===== src/rtl/range_sweep_ctrl_pkg.sv =====
// -----------------------------------------------------------------------------
// range_sweep_ctrl_pkg
// Shared parameters and types for the range-membership sweep controller.
//   DATA_WIDTH              : width of values and range bounds (unsigned)
//   RANGES_COUNT            : number of ranges swept for every value
//   VALUES_COUNT            : number of values checked per pass
//   COUNTER_WIDTH           : width of the saturating result counter
//   RANGE_MEM_ADDRESS_WIDTH : range ROM address width
//   VALUE_MEM_ADDRESS_WIDTH : value ROM address width
//   SWEEP_CYCLES_PER_VALUE  : cycles spent on one value (fetch + sweep + drain + accum)
//   sweep_state_t           : controller state encoding
// -----------------------------------------------------------------------------
package range_sweep_ctrl_pkg;

   localparam int DATA_WIDTH              = 49;
   localparam int RANGES_COUNT            = 190;
   localparam int VALUES_COUNT            = 1000;
   localparam int COUNTER_WIDTH           = 10;
   localparam int RANGE_MEM_ADDRESS_WIDTH = 8;
   localparam int VALUE_MEM_ADDRESS_WIDTH = 10;

   localparam int SWEEP_CYCLES_PER_VALUE  = RANGES_COUNT + 3;

   typedef enum logic [2:0] {
      IDLE,
      FETCH_VAL,
      SWEEP,
      DRAIN,
      ACCUM,
      DONE
   } sweep_state_t;

endpackage


===== src/rtl/range_sweep_ctrl_in_range_cmp.sv =====
// -----------------------------------------------------------------------------
// in_range_cmp
// Combinational inclusive bounds check: hit_o = (lo_i <= value_i <= hi_i),
// unsigned. A range with lo_i > hi_i can never satisfy both halves, so
// inverted ranges naturally report no hit.
//   value_i : value under test
//   lo_i    : lower bound (inclusive)
//   hi_i    : upper bound (inclusive)
//   hit_o   : value lies inside [lo_i, hi_i]
// -----------------------------------------------------------------------------
module in_range_cmp #(
   parameter int DATA_WIDTH = range_sweep_ctrl_pkg::DATA_WIDTH
) (
   input  logic [DATA_WIDTH-1:0] value_i,
   input  logic [DATA_WIDTH-1:0] lo_i,
   input  logic [DATA_WIDTH-1:0] hi_i,
   output logic                  hit_o
);

   import range_sweep_ctrl_pkg::*;

   // Both comparisons are unsigned and inclusive at the ends, so a single
   // point range [x,x] matches exactly x.
   always_comb begin
      hit_o = (lo_i <= value_i) && (value_i <= hi_i);
   end

endmodule


===== src/rtl/range_sweep_ctrl.sv =====
// -----------------------------------------------------------------------------
// range_sweep_ctrl
// Walks every value in the value ROM and, for each one, streams every range
// from the range ROM through an inclusive comparator. Counts the values that
// fall inside at least one range and reports the count with a done pulse.
//   clk           : clock, rising edge
//   rst_n         : synchronous active-low reset
//   start_i       : begin a full pass (only looked at in IDLE)
//   busy_o        : pass in progress, including the DONE cycle
//   done_o        : one-cycle pulse, count_o final
//   count_o       : saturating count of values inside any range
//   value_rd_en_o : value ROM read strobe
//   value_addr_o  : value ROM address
//   value_data_i  : value ROM data, one cycle after the strobe
//   range_rd_en_o : range ROM read strobe
//   range_addr_o  : range ROM address
//   range_lo_i    : range lower bound, one cycle after the strobe
//   range_hi_i    : range upper bound, one cycle after the strobe
// -----------------------------------------------------------------------------
module range_sweep_ctrl #(
   parameter int DATA_WIDTH              = range_sweep_ctrl_pkg::DATA_WIDTH,
   parameter int RANGES_COUNT            = range_sweep_ctrl_pkg::RANGES_COUNT,
   parameter int VALUES_COUNT            = range_sweep_ctrl_pkg::VALUES_COUNT,
   parameter int COUNTER_WIDTH           = range_sweep_ctrl_pkg::COUNTER_WIDTH,
   parameter int RANGE_MEM_ADDRESS_WIDTH = range_sweep_ctrl_pkg::RANGE_MEM_ADDRESS_WIDTH,
   parameter int VALUE_MEM_ADDRESS_WIDTH = range_sweep_ctrl_pkg::VALUE_MEM_ADDRESS_WIDTH
) (
   input  logic                               clk,
   input  logic                               rst_n,
   input  logic                               start_i,
   output logic                               busy_o,
   output logic                               done_o,
   output logic [COUNTER_WIDTH-1:0]           count_o,
   output logic                               value_rd_en_o,
   output logic [VALUE_MEM_ADDRESS_WIDTH-1:0] value_addr_o,
   input  logic [DATA_WIDTH-1:0]              value_data_i,
   output logic                               range_rd_en_o,
   output logic [RANGE_MEM_ADDRESS_WIDTH-1:0] range_addr_o,
   input  logic [DATA_WIDTH-1:0]              range_lo_i,
   input  logic [DATA_WIDTH-1:0]              range_hi_i
);

   import range_sweep_ctrl_pkg::*;

   localparam logic [RANGE_MEM_ADDRESS_WIDTH-1:0] R_LAST =
      RANGE_MEM_ADDRESS_WIDTH'(RANGES_COUNT - 1);
   localparam logic [VALUE_MEM_ADDRESS_WIDTH-1:0] V_LAST =
      VALUE_MEM_ADDRESS_WIDTH'(VALUES_COUNT - 1);

   sweep_state_t                       state_q, state_d;
   logic [VALUE_MEM_ADDRESS_WIDTH-1:0] v_q, v_d;
   logic [RANGE_MEM_ADDRESS_WIDTH-1:0] r_q, r_d;
   logic [DATA_WIDTH-1:0]              value_q, value_d;
   logic                               hit_any_q, hit_any_d;
   logic [COUNTER_WIDTH-1:0]           count_q, count_d;
   logic                               range_hit;

   // The compare always looks at the value held for the current sweep and
   // whatever bounds the range ROM returned this cycle; the FSM decides
   // whether that result is meaningful.
   in_range_cmp #(
      .DATA_WIDTH(DATA_WIDTH)
   ) u_cmp (
      .value_i(value_q),
      .lo_i   (range_lo_i),
      .hi_i   (range_hi_i),
      .hit_o  (range_hit)
   );

   // State register and datapath flops. Reset is synchronous, so a reset
   // in the middle of a pass simply lands everything back at the idle
   // values on the next edge and the partial count is lost.
   always_ff @(posedge clk) begin
      if (!rst_n) begin
         state_q   <= IDLE;
         v_q       <= '0;
         r_q       <= '0;
         value_q   <= '0;
         hit_any_q <= 1'b0;
         count_q   <= '0;
      end else begin
         state_q   <= state_d;
         v_q       <= v_d;
         r_q       <= r_d;
         value_q   <= value_d;
         hit_any_q <= hit_any_d;
         count_q   <= count_d;
      end
   end

   // Next-state and output logic. The ROMs have one cycle of read latency,
   // so the value requested in FETCH_VAL arrives in the first SWEEP cycle,
   // and each range requested in SWEEP arrives one cycle later. That is
   // why the first SWEEP cycle only captures the value and DRAIN exists to
   // compare the final range after the strobes have stopped. Every range
   // is always swept, keeping the pass length fixed regardless of data.
   always_comb begin
      state_d       = state_q;
      v_d           = v_q;
      r_d           = r_q;
      value_d       = value_q;
      hit_any_d     = hit_any_q;
      count_d       = count_q;
      busy_o        = (state_q != IDLE);
      done_o        = 1'b0;
      value_rd_en_o = 1'b0;
      value_addr_o  = '0;
      range_rd_en_o = 1'b0;
      range_addr_o  = '0;

      unique case (state_q)
         IDLE: begin
            if (start_i) begin
               count_d   = '0;
               v_d       = '0;
               r_d       = '0;
               hit_any_d = 1'b0;
               state_d   = FETCH_VAL;
            end
         end

         FETCH_VAL: begin
            value_rd_en_o = 1'b1;
            value_addr_o  = v_q;
            r_d           = '0;
            state_d       = SWEEP;
         end

         SWEEP: begin
            range_rd_en_o = 1'b1;
            range_addr_o  = r_q;
            if (r_q == '0) begin
               value_d = value_data_i;
            end else begin
               hit_any_d = hit_any_q | range_hit;
            end
            if (r_q == R_LAST) begin
               r_d     = '0;
               state_d = DRAIN;
            end else begin
               r_d = r_q + RANGE_MEM_ADDRESS_WIDTH'(1);
            end
         end

         DRAIN: begin
            hit_any_d = hit_any_q | range_hit;
            state_d   = ACCUM;
         end

         ACCUM: begin
            if (hit_any_q && (count_q != '1)) begin
               count_d = count_q + COUNTER_WIDTH'(1);
            end
            hit_any_d = 1'b0;
            if (v_q == V_LAST) begin
               state_d = DONE;
            end else begin
               v_d     = v_q + VALUE_MEM_ADDRESS_WIDTH'(1);
               state_d = FETCH_VAL;
            end
         end

         DONE: begin
            done_o  = 1'b1;
            state_d = IDLE;
         end

         default: begin
            state_d = IDLE;
         end
      endcase
   end

   assign count_o = count_q;

endmodule

===== config.mk =====
export PLATFORM = sky130hd
export DESIGN_NAME = range_sweep_ctrl
export DESIGN_NICKNAME = d
export VERILOG_FILES = /design/src/rtl/range_sweep_ctrl_pkg.sv /design/src/rtl/range_sweep_ctrl_in_range_cmp.sv /design/src/rtl/range_sweep_ctrl.sv
export SDC_FILE = /design/constraint.sdc
export NUM_CORES = 1
export LEC_CHECK = 0
export ABC_AREA = 0
export ABC_CLOCK_PERIOD_IN_PS = 2200
export CAP_MARGIN = 20
export CORE_MARGIN = 4
export CORE_UTILIZATION = 44
export CTS_BUF_LIST = sky130_fd_sc_hd__clkbuf_16
export DETAILED_ROUTE_END_ITERATION = 8
export GPL_ROUTABILITY_DRIVEN = 0
export HOLD_SLACK_MARGIN = 0.15
export MAX_ROUTING_LAYER = met4
export PLACE_DENSITY = 0.74
export SKIP_LAST_GASP = 1
export SLEW_MARGIN = 20
export SYNTH_ARGS = -nofsm -noshare
export SYNTH_HDL_FRONTEND = slang
export SYNTH_HIERARCHICAL = 1
export SYNTH_SLANG_ARGS = --single-unit

===== constraint.sdc =====
create_clock -name clk -period 2.2 [get_ports clk]
set_input_delay 0.33 -clock clk [delete_from_list [all_inputs] [get_ports clk]]
set_output_delay 0.33 -clock clk [all_outputs]
set_load 0.02 [all_outputs]

# Word-level counts from Yosys, hierarchy flattened
# Index checks and enable logic that the tools add are counted.
# Widths: inputs -> output; s select.
word_totals:
  regBits: 81
  latch_bits: 0
  ramBits: 0
  rom_bits: 0
  inputBits: 150
  output_inout_bits: 32
  elab_cells: 59
  mem_count: 0
classes:
  n_addsub: 3
  mul: 0
  n_div: 0
  magnitude_cmp: 2
  n_eq_ne: 13
  shifts: 0
  muxes: 20
  bitwise: 1
  reduce_logical: 14
op_table:
  columns: ["op", "n"]
  rows:
  - ["$le 49x49->1", 2]
  - ["$mux 10", 4]
  - ["$pmux 10 s2", 2]
  - ["$mux 8", 3]
  - ["$pmux 8 s3", 1]
  - ["$add 10x1->10 const B", 2]
  - ["$pmux 3 s5", 1]
  - ["$eq 10x10->1 const B", 1]
  - ["$ne 10x10->1 const B", 1]
  - ["$ne 2x2->1 const B", 5]
  - ["$mux 3", 3]
  - ["$reduce_and 3->1", 3]
  - ["$add 8x1->8 const B", 1]
  - ["$eq 8x8->1 const B", 1]
  - ["$logic_not 8->1", 1]
  - ["$eq 3x2->1 const B", 2]
  - ["$eq 3x3->1 const B", 2]
  - ["$reduce_and 2->1", 3]
  - ["$reduce_bool 3->1", 2]
  - ["$mux 1", 5]
  - ["$pmux 1 s4", 1]
  - ["$reduce_bool 4->1", 1]
  - ["$eq 3x1->1 const B", 1]
  - ["$logic_not 3->1", 1]
  - ["other kinds (3)", 4]

# Depth between registers and ports, before layout
# Gate-level depths: netlist of the first run.
depth:
  ltp_word: 5
  depth_mapped: 11
  depth_no_buf: 11

# Modules after synthesis
# Netlist of the first run, hierarchy kept.
modules_own_cells:
  columns: ["module", "instances", "cells_each", "area_per_inst_um2", "seq_area_each_um2"]
  rows:
  - ["range_sweep_ctrl", 1, 446, 3618.5, 1621.6]
  - ["in_range_cmp", 1, 355, 2511.2, 0.0]

# Worst setup path after synthesis of the first run
# OpenSTA, ideal clock, no wires.
synth_timing:
  path_type: "reg-to-reg"
  start: "register value_q[7]"
  end: "register hit_any_q"
  setup_time_ps: 78
  arrival_ps: 2016
  t_required_ps: 2122
  setup_slack_ps: 106
  path_stages_with_launch: 12
  n_path_buf: 0
  period_less_slack_ps: 2094
  cell_sequence: "dfxtp_1 > inv_1 > ha_1 > and4_1 > and4_4 > a221oi_2 > o211ai_1 > a41oi_2 > a21oi_2 > a211oi_2 > a31oi_1 > nor3_1"
synth_between:
  elab_chain_len: 5
  word_cells_on_any_way: 6
  classes_between: "order compare (2); mux (2); bitwise (1); reduce/logical (1)"
synth_lines:
  columns: ["item", "line_no", "rtl"]
  rows:
  - ["from (decl)", "range_sweep_ctrl.sv:53", "logic [DATA_WIDTH-1:0] value_q, value_d;"]
  - ["from (signal assigned)", "range_sweep_ctrl.sv:85", "value_q <= value_d;"]
  - ["$le 49x49->1", "range_sweep_ctrl_in_range_cmp.sv:25", "hit_o = (lo_i <= value_i) && (value_i <= hi_i);"]
  - ["$logic_and 1x1->1 (*)", "range_sweep_ctrl_in_range_cmp.sv:25", null]
  - ["via range_hit", "range_sweep_ctrl.sv:56", "logic range_hit;"]
  - ["$or 1x1->1 (*)", "range_sweep_ctrl.sv:135, range_sweep_ctrl.sv:146", null]
  - ["$mux 1", "range_sweep_ctrl.sv:132", "if (r_q == '0) begin"]
  - ["$pmux 1 s4 (*)", "range_sweep_ctrl.sv:111", "unique case (state_q)"]
  - ["to (signal assigned)", "range_sweep_ctrl.sv:86", "hit_any_q <= hit_any_d;"]
  - ["to (decl)", "range_sweep_ctrl.sv:54", "logic hit_any_q, hit_any_d;"]
# Mark *: on every way through the listed nets, which the timed path passes. The rest lies on a longest branch. The select of a mux whose other input is x is not followed.
# A chain may end at the register's enable or synchronous reset.

# Worst setup path in the final report of the first run
layout_timing:
  start: "input port range_hi_i[37]"
  end: "register hit_any_q"
layout_between:
  elab_chain_len: 5
layout_lines:
  columns: ["item", "line_no", "rtl"]
  rows:
  - ["from (decl)", "range_sweep_ctrl.sv:40", "input logic [DATA_WIDTH-1:0] range_hi_i"]
  - ["$le 49x49->1 (*)", "range_sweep_ctrl_in_range_cmp.sv:25", null]
  - ["$logic_and 1x1->1 (*)", "range_sweep_ctrl_in_range_cmp.sv:25", null]
  - ["via range_hit", "range_sweep_ctrl.sv:56", null]
  - ["$or 1x1->1 (*)", "range_sweep_ctrl.sv:135, range_sweep_ctrl.sv:146", null]
  - ["$mux 1", "range_sweep_ctrl.sv:132", null]
  - ["$pmux 1 s4 (*)", "range_sweep_ctrl.sv:111", null]
# Marks and branches as above.

==> results of run 1 <==
[registers in the layout (all words and copies together), names as in the netlist]
name and flops:
state_q 3, count_o 10, hit_any_q 1, v_q 10, r_q 8, value_q 49
[what timing repair did]
action,in CTS,in global routing
setup endpoints to repair,22,3
cloned,0,0
pin swaps,30,41
setup buffers,3,2
resized for setup,67,96
[cells in the final DEF (no fill, tap or decap), drive strengths merged, types with 7 or more instances in the layout]
cell type      instances
nand4                 26
inv                  111
dlymetal6s2s          21
o21ai                 22
and4                   7
xnor2                  7
dfxtp                 81
dlygate4sd2           32
nand3                 23
clkbuf                 9
a21oi                 96
nor4                  12
nand2                140
ha                   103
and2                  21
a21o                  12
nor2                  30
clkdlybuf4s50        128
buf                   70
nor3                   9
[worst max-delay path by stage]
stage	to	depth (start not counted)	slack [ps]
floorplan	hit_any_q	11	110
finish	hit_any_q	11	4
global placement	hit_any_q	11	-410
CTS	hit_any_q	11	-70
global route	hit_any_q	11	-120
detailed placement	hit_any_q	11	-440
[area by class of cell]
cell class,count,area share [%]
clock buffers,9,2.38
well taps,176,2.32
inverters,111,4.40
clock inverters,7,0.898
flip-flops and latches,81,17.4
multi-input cells,581,47.5
repair buffers,251,25.1
[worst max-delay path: cells and delay by family]
kind / cells / cell delay (ps)
buffers and inverters: 3 / 700
AND/OR/NAND/NOR: 5 / 880
adder cells (fa/ha/maj): 1 / 270
AO/OA/AOI/OAI: 2 / 290
[layer usage]
metal | global-route usage [%] | vias up | part of all wire (%)
li1 | - | 3260 | -
met1 | 29.3 | 2922 | 44
met2 | 39.4 | 197 | 48
met3 | 5.33 | 33 | 5.6
met4 | 6.75 | 0 | 2.2
met5 | - | - | 0
[stage by stage]
| step | util (%) | cell area, sq um |
|---|---|---|
| after floorplan | - | 6130 |
| after global placement | 63.6 | 8550 |
| after detailed placement | 63.6 | 8550 |
| after CTS | 67.1 | 9020 |
| after global routing | 70.4 | 9470 |
| final | 70.4 | 9470 |
[cell families after synthesis]
kind of cell / after synthesis / synth area share, %
buffers and inverters: 139 / 8.92
muxes: 2 / 0.347
xor gates and xnor gates: 10 / 1.43
AOI/OAI and AO/OA: 171 / 17.4
DFF: 81 / 26.5
and+or+nand+nor: 295 / 24.5
adders and majority gates: 103 / 21.0
[power by group through the flow]
| stage | clock network, uW | logic, uW | registers, uW |
|---|---|---|---|
| 2_1_floorplan | 0 | 855 | 1680 |
| 4_1_cts | 1640 | 1630 | 1670 |
| 5_1_grt | 1700 | 1950 | 1700 |
| 3_3_place_gp | 0 | 1540 | 1690 |
| 6_report | 1600 | 1760 | 1690 |
| 3_5_place_dp | 0 | 1570 | 1690 |
==> flow_summary.toml, run 1 <==
[run_status]
outcome = "complete, no violations"

[place]
portBuffers = 181
post-place-cells = 1195
dp_hpwl_microns = 14200
pre_cts_slack_ps = -441

[clocking]
cts-htree-levels = 3
cts_max_path_buffers = 2
ctsHoldBuffers = 0
numCtsBuffers = 9
insertion_delay_ps = 340
tritoncts_clock_tree = "done"
cts_num_sinks = 81
cts.clk_slew.worst_paths_ps = 60
clockRootBuffer = "clkbuf_16"

[hold_path]
min_path_cells = 2
hold_path.class = "reg -> reg"
timing.hold.worst.start = "value_q[20]"
min_to = "value_q[20]"

[routing]
routed_wirelength_microns = 19400
drc_errors = 0
post_drt_antenna_nets = 0
pre_antenna_drt_iters = 5
routed_via_count_divided_by_cell_count = 5.27
routed-via-count = 6412
number_of_design_rule_violations_left_by_the_first_detailed_router_iteration = 340
wl_per_cell_microns = 16.0

[power]
power_uw = 5050
clock_power_share_pct = 31.8
power.combinational.fraction_pct = 34.8
power.share.switching_pct = 31.7
power.net_switching_uw = 1600
p_int_uw = 3450
sequentialPowerShare_pct = 33.4
max-vdd-ir-drop_v = 0.000334
power_density_nw_per_um2 = 533
p_leak_uw = 0.00410

[worst_setup_path]
worst_path_max_delay_cell = "clkdlybuf4s50_1"
crit_path_max_incr_delay_ps = 480
timing_worst_setup_path_type = "in -> reg"
r2r_slack_ps = 40
crit_fanout = 2
path_cells = "clkdlybuf4s50_1 > inv_1 > ha_1 > nand4_1 > nor4_2 > buf_4 > nor4b_4 > nor2_1 > a211oi_2 > a31oi_1 > nor3_1"
worst_setup_path_start_kind = "input port"
worstRegToRegCells = 11
regToRegStartpoint = "value_q[9]"
critPathRequiredTime_ps = 2460
worstPathArrival_ps = 2460
reg2reg_to = "hit_any_q"
cp-startpoint = "range_hi_i[37]"
capturing_element_type_of_the_critical_path = "flop"

[logic_synthesis]
synthMostInstantiatedCell = "nand2_1"
asyncSetResetFlopFracSynth_pct = 0
synth-seq-area-share_pct = 26.5
mappedNetlistNets = 1054
yosys_warnings = 6
yosys-top-cells-count = "nand2_1, inv_1, ha_1"
synth_edf_count = 0
postSynthRegisterBits = 81
post-synth-top-area-fraction_pct = 26.5
postSynthAreaPerCell_sq_um = 7.65
post_synth_main_area_contributors = "dfxtp_1, ha_1, nand2_1"
synthDistinctLibCells = 62
synth_cells = 801
synthesis.area_sq_um = 6130
yosys.area.top_type = "dfxtp_1"
ys_dominant_reg_cell = "dfxtp_1"

[timing]
finalHoldWorstSlack_ps = 476
timing.final.hold_violations = 0
final-setup-viol-count = 0
rsz0062_at_grt = "yes"
max-slew-margin-rel_pct = 63.4
clock_skew_ps = 6.27
timing.final.crit_period_ps = 2200
finalSetupTns_ps = 0
finalWorstSetupSlack_ps = 3.80
timing.final.crit_share_pct = 99.8
finalMaxSlewViolations = 0
max_clock_freq_mhz = 455
worstMarginPinSlew_ps = 542

[cells_and_area]
layout.area.seq_sq_um = 1650
multiInputGateArea_sq_um = 4500
fin_nets = 1288
synthesis_to_finish_area_growth_pct = 54.5
final_cell_count_no_fill = 1216
n_fill_cell = 1096
layout-drive-gt1-share_pct = 20.0
diodes = 0

[die]
num_rows = 42
initial_core_util_pct = 45.6
die_width_microns = 126
floorplan.die.height_microns = 126
floorplan.core_area_sq_um = 13500
total_die_area_sq_um = 15900
ios = 182

[global_route]
global_routing_usage_summed_across_all_routing_layers_pct = 23.8
grt_start_max_net_pins = 38
initial_antenna_violation_count = 0
grt_first_pass_wirelength_microns = 30300
first_global_vias = 6389
globalRoute.totalOverflow = 0

[job]
cap_violations = 0
(Power assumes the default switching activity.)
==> inputs of run 2 (changes only) <==
Settings changed: ABC_CLOCK_PERIOD_IN_PS 2200 to 2400, CORE_UTILIZATION 44 to 49, PLACE_DENSITY 0.74 to 0.79.
Clock period 2.2 ns to 2.4 ns, I/O delays scaled along.
==> run 2 against run 1 <==
Die area shrank 9.6%; largest power group is now registers; total power shrank 15%; setup slack is essentially flat; flip-flop and latch count is the same; highest routed layer unchanged; non-clock buffer count shrank 34; critical endpoint unchanged; sequential power shrank 8%; design area shrank 6.2%; wire length shrank 4.3%; via count shrank 1.6%; clock power shrank 17%; largest cell class unchanged.
==> flow_summary.toml, run 2 (synthesis gave the netlist of run 1 again) <==
[timing]
finalHoldWorstSlack_ps = 466
timing.final.crit_share_pct = 99.9
clock_skew_ps = 5.97
max-slew-margin-rel_pct = 58.3
worstMarginPinSlew_ps = 622
timing.final.crit_period_ps = 2400
final-setup-viol-count = 0
rsz0062_at_grt = "yes"
finalMaxSlewViolations = 0
max_clock_freq_mhz = 417
timing.final.hold_violations = 0

[cells_and_area]
fin_nets = 1254
layout-drive-gt1-share_pct = 11.2
synthesis_to_finish_area_growth_pct = 45.0
largest_register_ff_count = 49
multiInputGateArea_sq_um = 4200
final_cell_mix = "clkdlybuf4s50_1, nand2_1, inv_1"
layout.area.seq_sq_um = 1640
final_cell_count_no_fill = 1175
n_fill_cell = 969
layout.cells.most_common = "clkdlybuf4s50_1"
registers.top_by_ff_count = "value_q"

[die]
total_die_area_sq_um = 14400
floorplan.die.height_microns = 120
ios = 182
initial_core_util_pct = 50.6
die_width_microns = 120
num_rows = 40
floorplan.core_area_sq_um = 12100

[power]
power.share.switching_pct = 31.9
p_leak_uw = 0.00388
clock_power_share_pct = 31.0
power_density_nw_per_um2 = 484
sequentialPowerShare_pct = 36.2
power.combinational.fraction_pct = 32.8
p_int_uw = 2930
power.net_switching_uw = 1370
power_uw = 4300
max-vdd-ir-drop_v = 0.000350

[hold_path]
min_to = "value_q[3]"
min_path_cells = 2
hold_path.class = "reg -> reg"
timing.hold.worst.start = "value_q[3]"

[clocking]
numCtsBuffers = 9
cts_max_path_buffers = 2
tritoncts_clock_tree = "done"
insertion_delay_ps = 340
cts_num_sinks = 81
cts-htree-levels = 3
clockRootBuffer = "clkbuf_16"
cts.clk_slew.worst_paths_ps = 60

[place]
post-place-cells = 1157
dp_hpwl_microns = 14300
portBuffers = 181

[worst_setup_path]
worstPathArrival_ps = 2660
crit_fanout = 2
capturing_element_type_of_the_critical_path = "flop"
r2r_slack_ps = 10
critPathRequiredTime_ps = 2660
worst_setup_path_start_kind = "input port"
reg2reg_to = "hit_any_q"
timing_worst_setup_path_type = "in -> reg"
cp-startpoint = "range_lo_i[2]"
regToRegStartpoint = "value_q[2]"
worstRegToRegCells = 11

[global_route]
initial_antenna_violation_count = 0
global_routing_usage_summed_across_all_routing_layers_pct = 25.5
first_global_vias = 6093
grt_start_max_net_pins = 50
grt_first_pass_wirelength_microns = 29100
globalRoute.totalOverflow = 0

[routing]
wl_per_cell_microns = 15.8
routed_via_count_divided_by_cell_count = 5.37
drc_errors = 0
routed-via-count = 6310
number_of_design_rule_violations_left_by_the_first_detailed_router_iteration = 402
pre_antenna_drt_iters = 5
post_drt_antenna_nets = 0
routed_wirelength_microns = 18600

[job]
cap_violations = 0

[run_status]
outcome = "complete, no violations"
==> run 2: stage by stage <==
stage / setup slack [ps] / setup TNS, ps / util [%] / instance area [sq um]
4_1_cts: 10.1 / 0 / 70.9 / 8580
3_3_place_gp: -246 / -246 / 68.6 / 8300
3_5_place_dp: -334 / -334 / 68.6 / 8300
2_1_floorplan: 306 / 0 / - / 6130
6_report: 3.50 / 0 / 73.4 / 8890
5_1_grt: -56.5 / -56.5 / 73.4 / 8890
==> run 2: how the worst max path moves through the flow <==
stage / end / slack (ps) / depth (start not counted)
floorplan: hit_any_q / 310 / 11
global route: hit_any_q / -60 / 12
detailed placement: hit_any_q / -330 / 11
CTS: hit_any_q / 10 / 11
global placement: hit_any_q / -250 / 11
finish: hit_any_q / 4 / 11
==> run 2: metal layers <==
metal	global-route usage, %	up-vias	wire length, microns
met1	32.0	2875	8380
met5	-	-	0
li1	-	3188	-
met4	8.66	0	388
met2	41.2	220	8670
met3	5.14	27	1170
==> run 2: cell type report <==
| type | instances | area share [%] |
|---|---|---|
| flip-flops and latches | 81 | 18.5 |
| diodes | 1 | 0.0281 |
| multi-input cells | 581 | 47.2 |
| inverters | 111 | 4.69 |
| clock buffers | 9 | 2.53 |
| well taps | 168 | 2.36 |
| clock inverters | 7 | 0.605 |
| repair buffers | 217 | 24.1 |
==> run 2: power by group through the flow <==
stage          Combinational, uW  Clock (uW)  Sequential, uW
3_5_place_dp                1330           0            1570
3_3_place_gp                1310           0            1560
5_1_grt                     1580        1420            1570
6_report                    1410        1330            1560
2_1_floorplan                784           0            1540
4_1_cts                     1350        1360            1540
==> run 2: critical path: stages <==
cell and delay, ps:
clkdlybuf4s50_1 410, ha_1 310, a21oi_1 200, o21ai_1 140
a221oi_2 290, o211ai_1 210, a41oi_2 240, a21oi_2 80
a211oi_2 160, a31oi_1 100, nor3_1 170
==> run 2: what timing repair did <==
item	CTS	global route
setup buffers	0	1
resized for setup	0	67
setup endpoints to repair	0	11
endpoints found under the hold margin	0	0
hold buffers	0	0
==> inputs of run 3 (changes only) <==
Settings changed: CAP_MARGIN 20 to 25.
==> results of run 3 <==
Same layout as run 2: the final DEF is identical, and so are final timing and power.
